--- src/rtl/shifter_pkg.sv ---
// Opcode encoding and helpers shared by the barrel shifter and its pipeline stages.
package shifter_pkg;

    localparam logic [2:0] OP_SLL = 3'd0;
    localparam logic [2:0] OP_SRL = 3'd1;
    localparam logic [2:0] OP_SRA = 3'd2;
    localparam logic [2:0] OP_ROL = 3'd3;
    localparam logic [2:0] OP_ROR = 3'd4;

    function automatic logic op_is_valid(input logic [2:0] op);
        return op <= OP_ROR;
    endfunction

endpackage

--- src/rtl/pipelined_barrel_shifter_if.sv ---
// Valid/ready operand and result channels of the pipelined barrel shifter.
interface pipelined_barrel_shifter_if #(
    parameter int unsigned WIDTH = 8,
    parameter int unsigned TAG_W = 4
);
    localparam int unsigned SHW = $clog2(WIDTH);

    logic             in_valid;
    logic             in_ready;
    logic [WIDTH-1:0] in_data;
    logic [SHW-1:0]   in_shamt;
    logic [2:0]       in_op;
    logic [TAG_W-1:0] in_tag;
    logic             out_valid;
    logic             out_ready;
    logic [WIDTH-1:0] out_data;
    logic [TAG_W-1:0] out_tag;
    logic             out_zero;
    logic             out_err;

    modport master (
        output in_valid, in_data, in_shamt, in_op, in_tag, out_ready,
        input  in_ready, out_valid, out_data, out_tag, out_zero, out_err
    );

    modport slave (
        input  in_valid, in_data, in_shamt, in_op, in_tag, out_ready,
        output in_ready, out_valid, out_data, out_tag, out_zero, out_err
    );

endinterface

--- src/rtl/shift_stage.sv ---
// One pipeline level: conditionally shifts/rotates by 2^LEVEL and registers the result
// together with its sideband, under an elastic valid/ready handshake.
module shift_stage import shifter_pkg::*; #(
    parameter int unsigned WIDTH = 8,
    parameter int unsigned TAG_W = 4,
    parameter int unsigned LEVEL = 0,
    localparam int unsigned SHW = $clog2(WIDTH)
) (
    input  logic             clk,
    input  logic             rst_n,
    input  logic             prev_valid,
    input  logic [WIDTH-1:0] prev_data,
    input  logic [SHW-1:0]   prev_shamt,
    input  logic [2:0]       prev_op,
    input  logic             prev_sign,
    input  logic [TAG_W-1:0] prev_tag,
    input  logic             next_ready,
    output logic             ready,
    output logic             valid,
    output logic [WIDTH-1:0] data,
    output logic [SHW-1:0]   shamt,
    output logic [2:0]       op,
    output logic             sign,
    output logic [TAG_W-1:0] tag
);

    localparam int unsigned AMT = 1 << LEVEL;
    localparam logic [WIDTH-1:0] FillMask = ~({WIDTH{1'b1}} >> AMT);

    logic [WIDTH-1:0] shifted;

    // An empty stage always accepts, so bubbles collapse under a stalled output.
    assign ready = !valid || next_ready;

    always_comb begin
        shifted = prev_data;
        if (prev_shamt[LEVEL]) begin
            case (prev_op)
                OP_SLL:  shifted = prev_data << AMT;
                OP_SRL:  shifted = prev_data >> AMT;
                OP_SRA:  shifted = (prev_data >> AMT) | (prev_sign ? FillMask : '0);
                OP_ROL:  shifted = (prev_data << AMT) | (prev_data >> (WIDTH - AMT));
                OP_ROR:  shifted = (prev_data >> AMT) | (prev_data << (WIDTH - AMT));
                default: shifted = prev_data;
            endcase
        end
    end

    always_ff @(posedge clk or negedge rst_n) begin
        if (!rst_n) begin
            valid <= 1'b0;
            data  <= '0;
            shamt <= '0;
            op    <= '0;
            sign  <= 1'b0;
            tag   <= '0;
        end else if (ready) begin
            valid <= prev_valid;
            if (prev_valid) begin
                data  <= shifted;
                shamt <= prev_shamt;
                op    <= prev_op;
                sign  <= prev_sign;
                tag   <= prev_tag;
            end
        end
    end

endmodule

--- src/rtl/pipelined_barrel_shifter.sv ---
// Pipelined barrel shifter: one log2 shift level per stage, SHW stages, tag carried alongside.
module pipelined_barrel_shifter import shifter_pkg::*; #(
    parameter int unsigned WIDTH = 8,
    parameter int unsigned TAG_W = 4
) (
    input logic clk,
    input logic rst_n,
    pipelined_barrel_shifter_if.slave bus
);

    localparam int unsigned SHW = $clog2(WIDTH);

    // Index k is the input of stage k; index SHW is the final register.
    logic             valid_c [SHW+1];
    logic             ready_c [SHW+1];
    logic [WIDTH-1:0] data_c  [SHW+1];
    logic [SHW-1:0]   shamt_c [SHW+1];
    logic [2:0]       op_c    [SHW+1];
    logic             sign_c  [SHW+1];
    logic [TAG_W-1:0] tag_c   [SHW+1];

    assign valid_c[0] = bus.in_valid;
    assign data_c[0]  = bus.in_data;
    assign shamt_c[0] = bus.in_shamt;
    assign op_c[0]    = bus.in_op;
    assign sign_c[0]  = bus.in_data[WIDTH-1];
    assign tag_c[0]   = bus.in_tag;

    assign ready_c[SHW] = bus.out_ready;
    assign bus.in_ready = ready_c[0];

    for (genvar k = 0; k < SHW; k++) begin : g_stage
        shift_stage #(
            .WIDTH (WIDTH),
            .TAG_W (TAG_W),
            .LEVEL (k)
        ) u_stage (
            .clk        (clk),
            .rst_n      (rst_n),
            .prev_valid (valid_c[k]),
            .prev_data  (data_c[k]),
            .prev_shamt (shamt_c[k]),
            .prev_op    (op_c[k]),
            .prev_sign  (sign_c[k]),
            .prev_tag   (tag_c[k]),
            .next_ready (ready_c[k+1]),
            .ready      (ready_c[k]),
            .valid      (valid_c[k+1]),
            .data       (data_c[k+1]),
            .shamt      (shamt_c[k+1]),
            .op         (op_c[k+1]),
            .sign       (sign_c[k+1]),
            .tag        (tag_c[k+1])
        );
    end

    assign bus.out_valid = valid_c[SHW];
    assign bus.out_data  = data_c[SHW];
    assign bus.out_tag   = tag_c[SHW];
    assign bus.out_zero  = valid_c[SHW] && (data_c[SHW] == '0);
    assign bus.out_err   = valid_c[SHW] && !op_is_valid(op_c[SHW]);

    // Shift amount and sign are fully consumed by the last stage.
    logic unused_tail;
    assign unused_tail = ^{shamt_c[SHW], sign_c[SHW]};

endmodule

--- src/flat_wrapper.sv ---
// flat-port wrapper written by rule: the top's interface ports become plain ports
module pipelined_barrel_shifter_flat import shifter_pkg::*;
#(
    parameter int unsigned WIDTH = 8,
    parameter int unsigned TAG_W = 4
)
  (clk, rst_n, bus_in_valid, bus_in_data, bus_in_shamt, bus_in_op, bus_in_tag, bus_out_ready, bus_in_ready, bus_out_valid, bus_out_data, bus_out_tag, bus_out_zero, bus_out_err);
  pipelined_barrel_shifter_if #(.WIDTH(WIDTH), .TAG_W(TAG_W)) bus_i ();
  input logic clk;
  input logic rst_n;
  input wire logic [$bits(bus_i.in_valid)-1:0] bus_in_valid;
  input wire logic [$bits(bus_i.in_data)-1:0] bus_in_data;
  input wire logic [$bits(bus_i.in_shamt)-1:0] bus_in_shamt;
  input wire logic [$bits(bus_i.in_op)-1:0] bus_in_op;
  input wire logic [$bits(bus_i.in_tag)-1:0] bus_in_tag;
  input wire logic [$bits(bus_i.out_ready)-1:0] bus_out_ready;
  output wire logic [$bits(bus_i.in_ready)-1:0] bus_in_ready;
  output wire logic [$bits(bus_i.out_valid)-1:0] bus_out_valid;
  output wire logic [$bits(bus_i.out_data)-1:0] bus_out_data;
  output wire logic [$bits(bus_i.out_tag)-1:0] bus_out_tag;
  output wire logic [$bits(bus_i.out_zero)-1:0] bus_out_zero;
  output wire logic [$bits(bus_i.out_err)-1:0] bus_out_err;
  assign bus_i.in_valid = bus_in_valid;
  assign bus_i.in_data = bus_in_data;
  assign bus_i.in_shamt = bus_in_shamt;
  assign bus_i.in_op = bus_in_op;
  assign bus_i.in_tag = bus_in_tag;
  assign bus_i.out_ready = bus_out_ready;
  assign bus_in_ready = bus_i.in_ready;
  assign bus_out_valid = bus_i.out_valid;
  assign bus_out_data = bus_i.out_data;
  assign bus_out_tag = bus_i.out_tag;
  assign bus_out_zero = bus_i.out_zero;
  assign bus_out_err = bus_i.out_err;
  pipelined_barrel_shifter #(.WIDTH(WIDTH), .TAG_W(TAG_W)) u_core (.clk(clk), .rst_n(rst_n), .bus(bus_i));
endmodule
--- config.mk ---
export PLATFORM = sky130hd
export DESIGN_NAME = pipelined_barrel_shifter_flat
export DESIGN_NICKNAME = d
export VERILOG_FILES = /design/src/rtl/shifter_pkg.sv /design/src/rtl/pipelined_barrel_shifter_if.sv /design/src/rtl/shift_stage.sv /design/src/rtl/pipelined_barrel_shifter.sv /design/src/flat_wrapper.sv
export SDC_FILE = /design/constraint.sdc
export NUM_CORES = 1
export LEC_CHECK = 0
export ABC_AREA = 1
export CORE_ASPECT_RATIO = 1.75
export CORE_UTILIZATION = 40
export CTS_CLUSTER_DIAMETER = 100
export DETAILED_ROUTE_END_ITERATION = 16
export SLEW_MARGIN = 20
export SYNTH_ARGS = -nofsm -noshare
export SYNTH_HDL_FRONTEND = slang
export SYNTH_HIERARCHICAL = 1
export SYNTH_SLANG_ARGS = --single-unit
--- constraint.sdc ---
create_clock -name clk -period 3.12 [get_ports clk]
set_input_delay 0.78 -clock clk [delete_from_list [all_inputs] [get_ports clk]]
set_output_delay 0.78 -clock clk [all_outputs]
set_load 0.005 [all_outputs]
==> results.sh <==
export IMPL_worstPathArrival_ns=2.14
export IMPL_drt_first_iter_violations=110
export IMPL_synth_area_um2=2820
export IMPL_fp_dieH_um=113
export IMPL_fillers=728
export IMPL_use_met3_pct=3.33
export IMPL_cts_buffer_depth=2
export IMPL_gp_congestion=0.812
export IMPL_tightest_slew_ns=0.564
export IMPL_numPortBuffers=37
export IMPL_antenna_left=0
export IMPL_dp_hpwl_mm=4.28
export IMPL_end_kind="primary output"
export IMPL_grt_max_degree=32
export IMPL_rsz0062_at_grt="no"
export IMPL_drive_gt1_share_pct=11.7
export IMPL_post_drt_wl_per_cell_um=11.5
export IMPL_hold_buffers=0
export IMPL_cts_setup_buffers=0
export IMPL_gr_max_usage_layer="met2"
export IMPL_path_clk_slew_ns=0.06
export IMPL_grt_pass1_wl_mm=9.96
export IMPL_post_cts_resized=0
export IMPL_syn_nets=389
export IMPL_vias=2334
export IMPL_nNetsFinal=425
export IMPL_antenna_found_initial=0
export IMPL_wl_mm=5.60
export IMPL_die_area_um2=7410
export IMPL_numCtsBuffers=5
export IMPL_core_region_area_um2=6860
export IMPL_fmax_mhz=342
export IMPL_crit_fanout=3
export IMPL_p_leak_nw=1.69
export IMPL_setup_tns_ns=0
export IMPL_first_global_vias=2294
export IMPL_cap_violations=0
export IMPL_status="complete, no violations"
export IMPL_max_slew_margin_pct=62.3
export IMPL_antennaDiodeCount=0
export IMPL_drc=0
export IMPL_utilization_pct=49.2
export IMPL_io_pin_count=38
export IMPL_rows=40
export IMPL_gr_usage_all_layers_pct=17.8
export IMPL_min_period_ns=2.92
export IMPL_use_met2_pct=32.1
export IMPL_cts_tree="built"
export IMPL_period_share_pct=93.7
export IMPL_setup_viol=0
export IMPL_hold_viol=0
export IMPL_cts_root_buf="clkbuf_16"
export IMPL_insertion_delay_ns=0.29
export IMPL_dieWidth_um=65.5
export IMPL_avgSynthCellArea_um2=7.69
export IMPL_required_ns=2.34
export IMPL_powerDensity_nw_per_um2=763
export IMPL_cts_sinks=53
export IMPL_synthCells=367
export IMPL_htreeDepth=2
export IMPL_gr_usage_met1_pct=17.9
export IMPL_areaGrowthSynthToFinish_pct=19.6
export IMPL_start_util_pct=41.1
export IMPL_peakVddDrop_mv=0.266
export IMPL_critPathLaunchType="primary input"
export IMPL_grt_overflow=0
export IMPL_first_pass_iters=4
export IMPL_finalMaxSlewViolations=0
export IMPL_fin_worst_skew_ns=0.00535
export IMPL_vias_per_cell=4.79
export IMPL_synth_warnings=6
export IMPL_critPathKind="primary input to primary output"
export IMPL_hp_class="primary input to async pin"
==> sequential cells by signal, summed over array words and instances (netlist names) <==
register / cells
u_core/g_stage.u_stage/data: 24
u_core/g_stage.u_stage/op: 9
u_core/g_stage.u_stage/shamt: 3
u_core/g_stage.u_stage/sign: 2
u_core/g_stage.u_stage/tag: 12
u_core/g_stage.u_stage/valid: 3
==> stage by stage <==
step	setup WS (ns)	area, um^2	total power [mW]	cells	hold WS, ns
2_1_floorplan	1.20	2820	1.72	367	0.436
3_3_place_gp	0.194	3230	2.04	480	0.449
3_5_place_dp	0.190	3230	2.06	480	0.452
4_1_cts	0.192	3370	2.62	487	0.308
5_1_grt	0.127	3370	2.81	487	0.310
6_report	0.198	3370	2.57	487	0.312
==> critical path, cell delays in order <==
cell	delay, ns
clkdlybuf4s50_1	0.45
inv_1	0.04
nand2_2	0.09
inv_1	0.06
nand2_2	0.09
inv_1	0.06
nand2_2	0.07
clkdlybuf4s50_1	0.50
==> metal layers <==
metal	part of all wire [%]	wire length, um	vias to the layer above
met2	56	3110	52
met4	4.0	222	0
met3	2.6	146	17
met5	0	0	-
met1	38	2120	1042
li1	-	-	1223
==> path summary, 6_finish.rpt <==
path | cells past startpoint | startpoint | slack [ns] | to
max | 8 | bus_out_ready | 0.20 | bus_in_ready
min | 1 | rst_n | 0.31 | u_core/g_stage[1].u_stage/tag[2]$_DFFE_PN0P_
max reg2reg | 7 | u_core/g_stage[2].u_stage/valid$_DFFE_PN0N_ | 1.40 | u_core/g_stage[0].u_stage/tag[0]$_DFFE_PN0P_
min reg2reg | 2 | u_core/g_stage[1].u_stage/tag[3]$_DFFE_PN0P_ | 0.47 | u_core/g_stage[2].u_stage/tag[3]$_DFFE_PN0P_
max in group asynchronous | 2 | rst_n | 2.26 | u_core/g_stage[1].u_stage/data[0]$_DFFE_PN0P_
min in group clk | 2 | u_core/g_stage[1].u_stage/tag[3]$_DFFE_PN0P_ | 0.47 | u_core/g_stage[2].u_stage/tag[3]$_DFFE_PN0P_
==> cell usage in the layout, fill, tap and decap left out, drive strengths merged <==
cell,instances
a21oi,20
buf,3
clkbuf,7
clkdlybuf4s50,36
dfrtp,53
inv,36
mux2,12
nand2,156
nand3,30
nand4,1
nor2,36
o21ai,13
==> final cells by class <==
class	count	area [um^2]	area share (%)
Clock buffer	7	143	4.23
Multi-Input combinational cell	268	1280	38.1
Tap cell	84	105	3.11
Sequential cell	53	1330	39.3
Timing Repair Buffer	39	380	11.3
Inverter	36	135	4.00
==> where the power goes <==
group | internal (mW) | switching, mW | total (mW)
combinational | 0.432 | 0.504 | 0.937
clock | 0.315 | 0.223 | 0.538
sequential | 0.922 | 0.176 | 1.10
total | 1.67 | 0.904 | 2.57
(Power assumes the default switching activity.)
